--- config.mk ---
export PLATFORM = sky130hd
export DESIGN_NAME = bf16_sub_seq
export DESIGN_NICKNAME = d
export VERILOG_FILES = /design/src/rtl/bf16_sub_seq.sv
export SDC_FILE = /design/constraint.sdc
export NUM_CORES = 1
export LEC_CHECK = 0
export CAP_MARGIN = 20
export CORE_MARGIN = 5
export CORE_UTILIZATION = 47
export CTS_CLUSTER_DIAMETER = 40
export DETAILED_ROUTE_END_ITERATION = 8
export PLACE_DENSITY_LB_ADDON = 0.2
export SLEW_MARGIN = 25
export SYNTH_ARGS = -nofsm -noshare
export SYNTH_HDL_FRONTEND = slang
export SYNTH_SLANG_ARGS = --single-unit
--- constraint.sdc ---
create_clock -name i_clk -period 3.83 [get_ports i_clk]
set_input_delay 0.9575 -clock i_clk [delete_from_list [all_inputs] [get_ports i_clk]]
set_output_delay 0.9575 -clock i_clk [all_outputs]
set_load 0.02 [all_outputs]
--- src/rtl/bf16_sub_seq.sv ---
// Multi-cycle bf16 subtractor (a - b): one-bit-per-cycle alignment and normalisation,
// truncating result, subnormals treated as zero. Flags: [3]=NAN [2]=ZERO [1]=INF [0]=NORM.
module bf16_sub_seq #(
  parameter int EXP_WIDTH  = 8,
  parameter int SIG_WIDTH  = 7,
  parameter int FLAG_WIDTH = 4
) (
  input  logic                              i_clk,
  input  logic                              i_rst,
  input  logic                              i_valid,
  output logic                              o_ready,
  input  logic [EXP_WIDTH+SIG_WIDTH:0]      i_data_a,
  input  logic [EXP_WIDTH+SIG_WIDTH:0]      i_data_b,
  output logic                              o_valid,
  input  logic                              i_ready,
  output logic [EXP_WIDTH+SIG_WIDTH:0]      o_data,
  output logic [FLAG_WIDTH-1:0]             o_flag
);
  localparam int W   = 1 + EXP_WIDTH + SIG_WIDTH;
  localparam int MW  = SIG_WIDTH + 2;
  localparam int SAT = MW + 1;
  localparam int SHW = $clog2(SAT + 1);

  localparam logic [2:0] S_IDLE  = 3'd0;
  localparam logic [2:0] S_PREP  = 3'd1;
  localparam logic [2:0] S_ALIGN = 3'd2;
  localparam logic [2:0] S_ADD   = 3'd3;
  localparam logic [2:0] S_NORM  = 3'd4;
  localparam logic [2:0] S_OUT   = 3'd5;

  localparam logic [FLAG_WIDTH-1:0] F_NAN  = FLAG_WIDTH'(4'b1000);
  localparam logic [FLAG_WIDTH-1:0] F_ZERO = FLAG_WIDTH'(4'b0100);
  localparam logic [FLAG_WIDTH-1:0] F_INF  = FLAG_WIDTH'(4'b0010);
  localparam logic [FLAG_WIDTH-1:0] F_NORM = FLAG_WIDTH'(4'b0001);
  localparam logic [EXP_WIDTH-1:0]  EMAX   = '1;
  localparam logic [W-1:0]          QNAN   = {1'b0, {EXP_WIDTH{1'b1}}, 1'b1, {(SIG_WIDTH-1){1'b0}}};

  logic [2:0]           state;
  logic [W-1:0]         a_q, b_q;
  logic                 sign_r, eff_sub_r;
  logic [EXP_WIDTH-1:0] exp_r;
  logic [MW-1:0]        aug_r, add_r, m_r;
  logic [SHW-1:0]       shift_r;

  logic                 sa, sb;
  logic [EXP_WIDTH-1:0] ea, eb, ediff;
  logic [SIG_WIDTH-1:0] ma, mb;
  logic                 a_nan, b_nan, a_inf, b_inf, a_zero, b_zero, a_big;
  logic [SHW-1:0]       prep_shift;

  assign {sa, ea, ma} = a_q;
  assign {sb, eb, mb} = b_q;
  assign a_nan  = (&ea) && (|ma);
  assign b_nan  = (&eb) && (|mb);
  assign a_inf  = (&ea) && !(|ma);
  assign b_inf  = (&eb) && !(|mb);
  assign a_zero = !(|ea);
  assign b_zero = !(|eb);
  // Magnitude compare on the packed exp/sig field; ties keep a as the augend
  assign a_big  = a_q[W-2:0] >= b_q[W-2:0];
  assign ediff  = a_big ? (ea - eb) : (eb - ea);
  assign prep_shift = (ediff >= EXP_WIDTH'(SAT)) ? SHW'(SAT) : ediff[SHW-1:0];

  assign o_ready = (state == S_IDLE);

  logic                  fin;
  logic [W-1:0]          fin_data;
  logic [FLAG_WIDTH-1:0] fin_flag;
  logic [MW:0]           sum;
  logic [MW-1:0]         sh;
  logic [EXP_WIDTH-1:0]  e_up, e_dn;

  always_comb begin
    fin      = 1'b0;
    fin_data = '0;
    fin_flag = '0;
    sum  = eff_sub_r ? ({1'b0, aug_r} - {1'b0, add_r}) : ({1'b0, aug_r} + {1'b0, add_r});
    sh   = {m_r[MW-2:0], 1'b0};
    e_up = exp_r + 1'b1;
    e_dn = exp_r - 1'b1;
    case (state)
      S_PREP: begin
        fin = 1'b1;
        if (a_nan || b_nan) begin
          fin_data = b_nan ? b_q : a_q;                 fin_flag = F_NAN;
        end else if (a_zero && b_zero) begin
          fin_data = {sa & ~sb, {(W-1){1'b0}}};         fin_flag = F_ZERO;
        end else if (b_zero) begin
          fin_data = a_q;                               fin_flag = F_ZERO;
        end else if (a_zero) begin
          fin_data = {~sb, b_q[W-2:0]};                 fin_flag = F_ZERO;
        end else if (a_inf && b_inf && (sa == sb)) begin
          fin_data = QNAN;                              fin_flag = F_NAN;
        end else if (a_inf) begin
          fin_data = a_q;                               fin_flag = F_INF;
        end else if (b_inf) begin
          fin_data = {~sb, b_q[W-2:0]};                 fin_flag = F_INF;
        end else begin
          fin = 1'b0;
        end
      end
      S_ADD: begin
        fin = 1'b1;
        if (sum[MW]) begin
          if (e_up == EMAX) begin
            fin_data = {sign_r, EMAX, {SIG_WIDTH{1'b0}}}; fin_flag = F_INF;
          end else begin
            fin_data = {sign_r, e_up, sum[MW-1:2]};       fin_flag = F_NORM;
          end
        end else if (sum == '0) begin
          fin_flag = F_ZERO;
        end else if (sum[MW-1]) begin
          fin_data = {sign_r, exp_r, sum[MW-2:1]};        fin_flag = F_NORM;
        end else begin
          fin = 1'b0;
        end
      end
      S_NORM: begin
        fin = 1'b1;
        if (e_dn == '0) begin
          fin_data = {sign_r, {(W-1){1'b0}}};             fin_flag = F_ZERO;
        end else if (sh[MW-1]) begin
          fin_data = {sign_r, e_dn, sh[MW-2:1]};          fin_flag = F_NORM;
        end else begin
          fin = 1'b0;
        end
      end
      default: ;
    endcase
  end

  always_ff @(posedge i_clk) begin
    if (i_rst) begin
      state   <= S_IDLE;
      o_valid <= 1'b0;
      o_data  <= '0;
      o_flag  <= '0;
    end else begin
      case (state)
        S_IDLE: if (i_valid) begin
          a_q   <= i_data_a;
          b_q   <= i_data_b;
          state <= S_PREP;
        end
        S_PREP: begin
          // b's sign is inverted here; everything downstream is an add
          sign_r    <= a_big ? sa : ~sb;
          exp_r     <= a_big ? ea : eb;
          aug_r     <= a_big ? {1'b1, ma, 1'b0} : {1'b1, mb, 1'b0};
          add_r     <= a_big ? {1'b1, mb, 1'b0} : {1'b1, ma, 1'b0};
          eff_sub_r <= (sa == sb);
          shift_r   <= prep_shift;
          state     <= (prep_shift == '0) ? S_ADD : S_ALIGN;
        end
        S_ALIGN: begin
          if (shift_r == SHW'(SAT)) begin
            add_r   <= '0;
            shift_r <= '0;
            state   <= S_ADD;
          end else begin
            add_r   <= add_r >> 1;
            shift_r <= shift_r - 1'b1;
            if (shift_r == SHW'(1)) state <= S_ADD;
          end
        end
        S_ADD: begin
          m_r   <= sum[MW-1:0];
          state <= S_NORM;
        end
        S_NORM: begin
          m_r   <= sh;
          exp_r <= e_dn;
        end
        S_OUT: if (i_ready) begin
          o_valid <= 1'b0;
          state   <= S_IDLE;
        end
        default: state <= S_IDLE;
      endcase
      if (fin) begin
        o_data  <= fin_data;
        o_flag  <= fin_flag;
        o_valid <= 1'b1;
        state   <= S_OUT;
      end
    end
  end
endmodule

==> reports/metrics.cfg, run 1 <==
[setup_path]
reg2reg_depth=14
cp_max_fo=5
crit_start=add_r[0]
crit_path_end=o_data[3]
worstSetupStartpointType=flip-flop
required_ns=4.06
r2r_setup_slack_ns=0.14
end_kind=flip-flop
r2r-end=o_data[3]
critical_path_class=flip-flop to flip-flop
r2r-start=add_r[0]
worstPathArrival_ns=3.92

[logic_synthesis]
yosysSeqAreaShare_pct=38.3
netlist_top_cells_area=edfxtp_1 (31%), ha_1 (7.4%), dfxtp_1 (7.1%)
yosysTopAreaCell=edfxtp_1
syn_inst=732
synth_ff_type=edfxtp_1
yosys_warnings=0
syn-cell-area_mm2=0.00675
syn_nets=811
yosysUniqueCellTypes=81
ys_async_sr_fraction_pct=0
ys_ff_latch=94
synth_top_area_share_pct=31.1
syn_avg_cell_area_um2=9.22
synth-edff-count=70

[cells_and_area]
nFillCells=1266
final_common_cell=edfxtp_1
layout_common_cells=edfxtp_1 (70), nand2_1 (66), nor2_1 (61), a21oi_1 (59), clkdlybuf4s50_1 (57)
drive_above_1_share_pct=10.3
post-route-util_pct=56.6
fin_area_mm2=0.00792
nets=880
synthToLayoutAreaGrowth_pct=17.3
insertedDiodeCount=0

[detailed_routing]
ant_nets=0
via_per_inst=6.05
wl_per_cell_um=19.0
vias=5964
drt_iter0_markers=590
firstDrtPassIters=6
drc=0
wl_um=18700

[sta]
worstMarginPinSlew_ns=0.752
min_period_over_period_pct=96.4
finalHoldViolations=0
holdWs_ns=0.468
post-route-min-period_ns=3.69
setup_tns_ns=0
slew_headroom_pct=49.4
fmax_mhz=271
setup_viol=0
slew_violations=0
worst_clock_skew_ns=0.0109

[hold_path]
hold_class=flip-flop to flip-flop

[die]
rows=43
die_width_um=130
die-area_mm2=0.0169
ios=58
core_area_mm2=0.0140
die_height_um=130
initial_core_util_pct=48.3

[power_and_ir_drop]
power_density_mw_per_mm2=591
p_leak_uw=0.00293
irDropWorstVdd_v=0.000278

[grt]
gr-total-overflow=0
grt_max_degree=33
antenna_found_initial=0
grt_pass1_vias=5720
grtUsageTotal_pct=22.5
grt_pass1_wl_um=29900

[clock_network]
clk-insertion-delay-late_ns=0.36
cts_made_buffers=9
root_buffer=clkbuf_16
cts_hold_buf=0
cts_tree=yes
path_clk_slew_ns=0.07
cts_sinks=94
clock_path_buffers=2
htree_levels=3

[job]
drv_cap=0

[placement]
numPortBuffers=57
placed_area_mm2=0.00756
finalWeightedCongestion=0.920
dp_hpwl_um=14600

[status]
outcome=completed

[per-stage QoR]
step                total power, µW  setup WS [ns]  cells
finish                         4680          0.140    986
global route                   4990        -0.0296    986
CTS                            4650        0.00810    984
detailed placement             3710       -0.00145    968
global placement               3660         0.0686    968
floorplan                      3060          0.196    732
[per-layer routing]
| metal | up-vias | GRT usage [%] | wire length [µm] |
|---|---|---|---|
| met5 | - | 0 | 0 |
| met4 | 0 | 5.81 | 330 |
| met3 | 34 | 4.18 | 927 |
| met2 | 208 | 37.1 | 8940 |
| met1 | 2847 | 30.8 | 8500 |
| li1 | 2875 | - | - |
[report_power, final]
part / total, µW / switching [µW] / internal (µW)
clock: 925 / 416 / 509
sequential: 1580 / 203 / 1380
combinational: 2170 / 1250 / 916
total: 4680 / 1870 / 2800
[what timing repair did]
action | CTS | global route
gates resized for setup | 1 | 7
pin swaps | 0 | 1
buffers inserted | 0 | 2
endpoints found under the setup margin | 2 | 22
[Yosys cell counts (13+ instances only)]
cell       n
edfxtp_1  70
dfxtp_1   24
xor2_1    13
a22oi_1   14
xnor2_1   16
nand2_1   66
ha_1      40
nor2_1    61
nand3_1   19
nor3_1    18
inv_1     48
a21oi_1   59
o21ai_0   46
[cell families after synthesis]
kind of cell / Yosys count / share of synthesized area [%]
AOI/OAI and AO/OA: 237 / 24.1
xor gates and xnor gates: 29 / 3.76
adders and majority gates: 43 / 8.30
buffers and inverters: 77 / 5.62
DFF: 94 / 38.3
muxes: 16 / 2.52
and+or+nand+nor: 236 / 17.5
[worst min-delay path by stage]
stage | start | end | slack, ns | cells past startpoint
floorplan | m_r[2] | m_r[3] | 0.51 | 2
global placement | o_flag[2] | o_flag[2] | 0.45 | 2
detailed placement | o_data[10] | o_data[10] | 0.46 | 2
CTS | o_data[11] | o_data[11] | 0.47 | 2
global route | o_flag[2] | o_flag[2] | 0.49 | 2
finish | o_data[11] | o_data[11] | 0.47 | 2
[state kept, by name (all words and copies together) (netlist names)]
name / count
a_q: 16
add_r: 9
aug_r: 7
b_q: 16
eff_sub_r: 1
exp_r: 8
m_r: 8
o_data: 16
o_flag: 4
o_valid: 1
shift_r: 4
sign_r: 1
state: 3
[area by class of cell]
cell class	instances	area, µm²	share of cell area, %
multi-input cells	561	3830	48.4
repair buffers	87	800	10.1
inverters	48	180	2.28
clock inverters	7	73.8	0.932
clock buffers	9	225	2.84
well taps	180	225	2.84
flip-flops and latches	94	2580	32.6
[critical path: stages, from the launching register on]
cell and delay (ns):
edfxtp_1 0.39, buf_4 0.16, nor4_4 0.33, a21oi_1 0.13, xnor2_1 0.14, ha_1 0.25
or4_4 0.55, o21ai_2 0.10, a31oi_4 0.05, buf_4 0.17, nor3_1 0.47, nor3_1 0.13
a31o_2 0.25, a221oi_1 0.31, a21oi_1 0.12
Power figures use the tool's default switching activity.
==> run 2, diff against run 1 <==
Settings changed: ABC_CLOCK_PERIOD_IN_PS set to 3830.
==> results of run 2 <==
Final layout, timing and power as in run 1 (identical DEF).
==> run 3, diff against run 2 <==
Settings changed: ABC_CLOCK_PERIOD_IN_PS 3830 to 3150, CAP_MARGIN 20 to 25.
Clock period 3.83 ns to 3.15 ns, I/O delays scaled along.
==> reports/metrics.cfg, run 3 (synthesized netlist as in run 1, its figures left out) <==
[status]
outcome=complete, but fails checks
failed_checks=setup timing

[sta]
worst_clock_skew_ns=0.00413  ; -0.00674 ns
fin_ws_ns=-0.447  ; -0.586 ns
setup_viol=24  ; +24
worstMarginPinSlew_ns=0.935  ; +0.183 ns
slew_headroom_pct=37.4  ; -12 points
setup_tns_ns=-8.63  ; -8.63 ns
fmax_mhz=278  ; +2.6%
rsz0062_at_grt=yes
finalHoldViolations=0  ; unchanged
min_period_over_period_pct=114  ; +18 points
post-route-min-period_ns=3.60  ; -0.0936 ns
slew_violations=0  ; unchanged

[grt]
grt_pass1_vias=6248  ; +9.2%
antenna_found_initial=0  ; unchanged
grtUsageTotal_pct=24.2  ; +1.7 points
gr-total-overflow=0  ; unchanged
grt_max_degree=37  ; +12%
grt_pass1_wl_um=32000  ; +7.0%

[power_and_ir_drop]
p_leak_uw=0.00344  ; +17%
power_density_mw_per_mm2=703  ; +19%
finalPower_uw=6300  ; +35%
irDropWorstVdd_v=0.000375  ; +35%

[setup_path]
critical_path_class=flip-flop to flip-flop
worstPathArrival_ns=3.84  ; -0.08 ns
cp_max_fo=7  ; +2
r2r-start=add_r[0]
worstSetupStartpointType=flip-flop
required_ns=3.39  ; -0.67 ns
end_kind=flip-flop
crit_start=add_r[0]

[cells_and_area]
layout_common_cells=buf_4 (106), edfxtp_1 (70), nand2_1 (65), nor2_1 (61), clkdlybuf4s50_1 (57)
drive_above_1_share_pct=24.6  ; +14 points
layoutNonFillerInstCount=1073  ; +8.8%
insertedDiodeCount=0  ; unchanged
synthToLayoutAreaGrowth_pct=32.9
nFillCells=1156  ; -8.7%
reg_top3=a_q: 16 flops, b_q: 16 flops, o_data: 16 flops
final_common_cell=buf_4
nets=967  ; +9.9%

[detailed_routing]
drt_iter0_markers=524  ; -11%
via_per_inst=5.91  ; -2.2%
wl_per_cell_um=19.0  ; +0.27%
drc=0  ; unchanged
firstDrtPassIters=5  ; -1
ant_nets=0  ; unchanged
vias=6345  ; +6.4%
wl_um=20400  ; +9.1%

[clock_network]
path_clk_slew_ns=0.06  ; about the same
htree_levels=3  ; unchanged
cts_hold_buf=0  ; unchanged
root_buffer=clkbuf_16
cts_tree=yes
cts_made_buffers=9  ; unchanged
clock_path_buffers=2  ; unchanged
clk-insertion-delay-late_ns=0.35  ; about the same
cts_sinks=94  ; unchanged

[placement]
post-place-ws_ns=-0.448  ; -0.447 ns
dp_cells=1048  ; +8.3%
dp_hpwl_um=16000  ; +9.4%
finalWeightedCongestion=0.912  ; -0.78%
numPortBuffers=57  ; unchanged

[hold_path]
hp-start=o_data[13]
hold_class=flip-flop to flip-flop

[die]
die_height_um=130  ; unchanged
ios=58  ; unchanged
initial_core_util_pct=48.3  ; unchanged
rows=43  ; unchanged
core_area_mm2=0.0140  ; unchanged
die-area_mm2=0.0169  ; unchanged
die_width_um=130  ; unchanged

[job]
drv_cap=0  ; unchanged

==> run 3: power breakdown <==
group	internal, µW	leakage, µW	switching (µW)
Combinational	1580	0.00248	1820
Sequential	1670	0.000835	218
Clock	531	0.000119	478
==> run 3: through the flow <==
stage | instance area, µm² | utilization (%) | hold slack [ns]
floorplan | 6880 | - | 0.510
global placement | 8320 | 59.5 | 0.459
detailed placement | 8320 | 59.5 | 0.468
CTS | 8680 | 62.0 | 0.478
global route | 8970 | 64.2 | 0.484
finish | 8970 | 64.2 | 0.470
==> run 3: worst max-delay path: stages (launching register included) <==
cell	delay [ns]
edfxtp_1	0.47
buf_6	0.16
nor4_4	0.36
a21oi_2	0.10
xnor2_1	0.14
ha_1	0.31
or4_4	0.50
o21ai_4	0.09
a31oi_4	0.05
or3_4	0.44
a2111oi_4	0.39
xor2_1	0.12
a211oi_2	0.27
a21oi_2	0.08
==> run 3: final cells by class <==
cell class	count	area (µm²)	area share [%]
timing repair buffer	174	1530	17.1
inverter	48	180	2.01
clock inverter	6	37.5	0.418
multi-input combinational	561	4190	46.6
tap	180	225	2.51
clock buffer	10	229	2.55
sequential	94	2580	28.8
==> run 3: timing repair <==
action | in CTS | in global routing
buffers inserted | 3 | 6
resized for setup | 16 | 47
gates cloned | 0 | 1
endpoints found under the hold margin | 0 | 0
endpoints found under the setup margin | 27 | 32
pin swaps | 10 | 21
==> run 3: worst paths after layout <==
check	cells after the start	to	slack, ns
worst max-delay path	13	o_data[13]	-0.45
worst min register to register	2	o_data[13]	0.47
worst min-delay path	2	o_data[13]	0.47
worst max register to register	13	o_data[13]	-0.45
==> run 3: per-layer routing <==
metal | vias up | global-route usage (%) | share of wire (%)
met3 | 43 | 4.13 | 5.5
met1 | 3044 | 31.6 | 43
met2 | 205 | 41.2 | 49
met5 | - | 0 | 0
met4 | 0 | 7.46 | 2.4
li1 | 3053 | - | -
==> patch 1 (flow settings as in run 3) <==
`EXP_WIDTH`: 8 -> 6.
--- a/src/rtl/bf16_sub_seq.sv
+++ b/src/rtl/bf16_sub_seq.sv
@@ -2,5 +2,5 @@
 // truncating result, subnormals treated as zero. Flags: [3]=NAN [2]=ZERO [1]=INF [0]=NORM.
 module bf16_sub_seq #(
-  parameter int EXP_WIDTH  = 8,
+  parameter int EXP_WIDTH  = 6,
   parameter int SIG_WIDTH  = 7,
   parameter int FLAG_WIDTH = 4
Interface: changed (resized i_data_a, i_data_b and o_data); port bits go from 58 to 52. No check against the original RTL was run, so the function may have changed too.
==> patch 1 against run 3 <==
The flow still finishes with violations (negative setup slack); worst setup slack improved by 66 ps; routed wire length decreased by 13%; power increased by 8.5%; final cell count decreased by 11%; area after synthesis decreased by 13%; cell area decreased by 12%; maximum frequency increased by 1.9%; sequential cell count decreased by 8.
==> patch 1: results (changes against run 3) <==
[global_routing]
grt_pass1_vias = 5471  ; -12%
use_met2 = 0.397  ; -0.0154
grt_usage = 0.242  ; -0.000541
grt_pass1_wl_um = 28000  ; -12%
met1_usage = 0.322  ; +0.00614
grtUsageMet3 = 0.0399  ; -0.00142
grt_max_degree = 40  ; +8.1%

[route]
drtIter0Drc = 635  ; +21%
wl_um = 17700  ; -13%
wire_per_inst_um = 18.6  ; -2.4%
num_vias = 5595  ; -12%

[placement]
gp_congestion = 0.962  ; +5.4%
dp_hpwl_um = 13400  ; -16%
dpl_cell_area_sq_um = 7190  ; -14%
dp.cells = 929  ; -11%
io_buffers = 51  ; -11%

[power_and_ir_drop]
power_frac_clock = 0.163  ; +0.003
seqPwrFrac = 0.272  ; -0.028
p_sw_frac = 0.409  ; +0.00959
ir_drop_v = 0.000383  ; +2.1%
p_int_mw = 4.04  ; +6.8%
power_leakage_nw = 3.02  ; -12%

[sta]
finalSetupTns_ps = -6280  ; +2350 ps
setup_viol = 22  ; -8.3%
fin_ws_ps = -381  ; +65.8 ps
clock_skew_ps = 8.55  ; +4.41 ps
worst_slew_pin_slew_ps = 882  ; -52.9 ps

[synth]
synth_edf_count = 64  ; -8.6%
synth_cell_types = 73  ; -9.9%
synth_common_cells = 83 x nand2_1, 64 x edfxtp_1, 63 x nor2_1, 51 x o21ai_0, 50 x a21oi_1
synth_seq_area_share = 0.402  ; +0.0195
netlist_top_cells_area = edfxtp_1 33%, ha_1 7.7%, dfxtp_1 7.5%

[critical_path]
rr_worst_depth = 16  ; +3
r2r_slack_ps = -380  ; +70 ps
cp_slowest_cell = edfxtp_1
worstSetupPathType = flop to flop
critPathMaxStageDelay_ps = 440  ; -60 ps
r2r_end = o_data[7]

[finish]
n_fill_cell = 1015  ; -12%
antenna_cells = 0  ; unchanged
drive_gt1_frac = 0.226  ; -0.0205
reg.largest.list = a_q x14, b_q x14, o_data x14
nets = 855  ; -12%

[status]
outcome = finished with violations
violations = negative setup slack

[floorplanning]
die_x_um = 122  ; -6.2%

[hold_path]
hp-start = o_flag[1]

[clocking]
cts-root-buf = clkbuf_16

==> patch 1: changes by cell type in the layout (fill, tap and decap cells not counted), sizes merged, moves of 8 or more <==
cell / run 3 / this run
a21oi: 59 / 51
nand2: 68 / 83
nand3: 19 / 28
inv: 49 / 35
a31oi: 12 / 22
buf: 116 / 90
a22oi: 14 / 0
==> patch 1: logic make-up (layout without fill, tap and decap cells) <==
group | Yosys count | after routing | synth area share
simple gates | 242 | 242 | 0.195
compound gates | 186 | 188 | 0.204
flops | 86 | 86 | 0.402
buf+inv | 62 | 191 | 0.0407
fa+ha+maj | 39 | 39 | 0.0869
xor+xnor | 29 | 29 | 0.0490
mux | 13 | 13 | 0.0228
==> patch 1: layout make-up <==
class / instances / area share
Clock buffer: 10 / 0.0292
Clock inverter: 5 / 0.00956
Inverter: 35 / 0.0167
Multi-Input combinational cell: 511 / 0.462
Sequential cell: 86 / 0.301
Tap cell: 168 / 0.0268
Timing Repair Buffer: 141 / 0.155
==> patch 1: layer usage <==
metal  vias to the layer above  wire (um)
met5                         -          0
met2                       218       8460
li1                       2678          -
met3                        44       1120
met4                         0        500
met1                      2655       7650
==> patch 1: worst min path at each step <==
stage	endpoint	slack, ps	cells after the start
finish	o_flag[1]	470	2
global route	o_flag[1]	500	2
CTS	o_flag[1]	480	2
detailed placement	o_flag[1]	460	2
global placement	o_flag[1]	450	2
floorplan	m_r[1]	510	2
==> patch 1: tightest hold or removal path: cells and delay by family (launching register included) <==
family           cells  cell delay, ps
flip-flops           1             320
AO/OA/AOI/OAI        1              40
AND/OR/NAND/NOR      1              70
==> patch 1: timing repair <==
action | 4_1_cts | 5_1_grt
endpoints found under the setup margin | 22 | 27
buffers inserted | 8 | 1
pin swaps | 16 | 13
cloned | 3 | 0
gates resized for setup | 29 | 23
==> patch 2 (settings of run 3) <==
Without the edit above. Put one more register stage on the output `o_flag`, cleared by the reset. The value now appears one clock later. The other outputs are not delayed to match.
--- a/src/rtl/bf16_sub_seq.sv
+++ b/src/rtl/bf16_sub_seq.sv
@@ -35,4 +35,6 @@
   localparam logic [EXP_WIDTH-1:0]  EMAX   = '1;
   localparam logic [W-1:0]          QNAN   = {1'b0, {EXP_WIDTH{1'b1}}, 1'b1, {(SIG_WIDTH-1){1'b0}}};
+
+  logic [FLAG_WIDTH-1:0] o_flag_s0;
 
   logic [2:0]           state;
@@ -135,5 +137,5 @@
       o_valid <= 1'b0;
       o_data  <= '0;
-      o_flag  <= '0;
+      o_flag_s0 <= '0;
     end else begin
       case (state)
@@ -180,5 +182,5 @@
       if (fin) begin
         o_data  <= fin_data;
-        o_flag  <= fin_flag;
+        o_flag_s0 <= fin_flag;
         o_valid <= 1'b1;
         state   <= S_OUT;
@@ -186,4 +188,12 @@
     end
   end
+  always_ff @(posedge i_clk) begin
+    if (i_rst) begin
+      o_flag <= '0;
+    end else begin
+      o_flag <= o_flag_s0;
+    end
+  end
+
 endmodule
 
Function: changed (a bounded check fails within 4 cycles, from zero or initial values and one cycle with i_rst high).
==> patch 2 against run 3 <==
The run still ends with negative setup slack left; sequential power is 3% higher; cell area is 3.4% lower; synthesized cell count is 0.27% lower; worst setup slack better by 61 ps; clock power is 18% higher; power is 0.80% lower; die area is 1.9% lower; critical path depth is 2 higher; sequential cell count is 4 higher; area after synthesis is 2.0% lower; routed wire length is 6.5% lower; first-iteration DRC count is 48% higher; final cell count is 0.84% lower; critical endpoint is now o_data[9]; largest cell class unchanged; largest power group unchanged.
==> patch 2: results (changes against run 3) <==
[finish]
n_fill_cell = 1159  ; +0.26%
antenna_cells = 0  ; unchanged
reg.largest.list = a_q x16, b_q x16, o_data x16
nets = 958  ; -0.93%
instances_no_fill = 1064  ; -0.84%
drive_gt1_frac = 0.198  ; -0.0484

[synth]
synthArstFlopShare = 0  ; unchanged
ys.warnings.count = 0  ; unchanged
synthCells = 730  ; -0.27%
syn_nets = 809  ; -0.25%
synth_seq_area_share = 0.403  ; +0.0201
synth_mux_area_frac = 0.0308  ; +0.00563
synth_cell_types = 64  ; -21%
synth_flop_cell = edfxtp_1
synth_xor_area_frac = 0.0477  ; +0.0101
netlist_top_cells_area = edfxtp_1 32%, dfxtp_1 8.5%, ha_1 7.6%
synth-adder-area-share = 0.0848  ; +0.00173
synth_common_cells = 78 x nand2_1, 70 x edfxtp_1, 58 x nor2_1, 56 x a21oi_1, 52 x o21ai_0
synth_compound_area_frac = 0.206  ; -0.0343

[clocking]
cts.sinks = 98  ; +4.3%
clkTransAtPathRegs_ps = 70
cts_buffer_depth = 2  ; unchanged
clkLatencyLatePin_ps = 360
cts-root-buf = clkbuf_16
cts_buffers = 9  ; unchanged

[route]
vias_per_cell = 5.90  ; -0.20%
drt-pass1-iter-count = 6  ; +1
drtIter0Drc = 775  ; +48%
wl_um = 19100  ; -6.5%

[placement]
dp_hpwl_um = 14600  ; -8.7%
dp.cells = 1034  ; -1.3%
post-place-ws_ps = -479  ; -31.0 ps
dpl_cell_area_sq_um = 8100  ; -2.6%
gp_congestion = 0.985  ; +8.0%

[critical_path]
crit_fanout = 5  ; -2
cp_slowest_cell = edfxtp_1
critPathMaxStageDelay_ps = 400  ; -100 ps
critPathArrivalTime_ps = 3760  ; -80 ps

[power_and_ir_drop]
power_leakage_nw = 3.41  ; -0.67%
p_int_mw = 3.85  ; +1.8%
ir_drop_v = 0.000399  ; +6.5%

[status]
outcome = finished with violations
violations = negative setup slack

[sta]
setup_viol = 24  ; unchanged
clock_skew_ps = 7.33  ; +3.20 ps
finalSetupTns_ps = -6650  ; +1980 ps
fin_ws_ps = -386  ; +60.7 ps
worst_slew_pin_slew_ps = 895  ; -39.7 ps

[global_routing]
grt_usage = 0.230  ; -0.0125
grt_pass1_wl_um = 30100  ; -5.8%
grt_max_degree = 46  ; +24%
grt_pass1_vias = 5916  ; -5.3%

==> patch 2: cell count changes after synthesis, moves of 7 or more <==
cell	run 3	this run
o31ai_1	7	0
clkbuf_1	11	26
nand2_1	66	78
o21a_1	8	1
a22oi_1	14	7
nand3_1	19	10
xnor2_1	16	28
a31oi_1	11	22
==> patch 2: area by class of cell <==
class,count,area [sq um],area share
Inverter,43,161,0.0186
Sequential cell,98,2660,0.307
Clock buffer,10,229,0.0264
Tap cell,180,225,0.0260
Multi-Input combinational cell,555,3830,0.442
Clock inverter,6,91.3,0.0105
Timing Repair Buffer,172,1460,0.169
==> patch 2: per-layer routing <==
metal  vias up  part of all wire  track usage  routed length (um)
met5         -                 0            0                   0
met4         0             0.030       0.0865                 564
met3        60             0.072       0.0361                1380
met2       314              0.47        0.374                8880
met1      2911              0.43        0.310                8240
li1       2994                 -            -                   -
==> patch 2: power groups by stage <==
stage	logic, mW	clock network [mW]	registers [mW]
2_1_floorplan	1.72	0	1.97
3_3_place_gp	2.85	0	1.96
3_5_place_dp	2.91	0	1.97
4_1_cts	2.98	1.20	1.95
5_1_grt	3.39	1.26	1.98
6_report	3.11	1.19	1.95
==> patch 2: final timing paths <==
| kind | start | depth (start not counted) | slack [ps] | end |
|---|---|---|---|---|
| worst min register to register | o_data[11] | 2 | 460 | o_data[11] |
| worst max-delay path | add_r[0] | 15 | -390 | o_data[9] |
| worst min-delay path | o_data[11] | 2 | 460 | o_data[11] |
| worst max register to register | add_r[0] | 15 | -390 | o_data[9] |
==> patch 2: what timing repair did <==
| item | 4_1_cts | 5_1_grt |
|---|---|---|
| setup buffers | 5 | 9 |
| resized for setup | 11 | 19 |
| cloned | 1 | 0 |
| endpoints found under the setup margin | 25 | 28 |
| pin swaps | 13 | 2 |
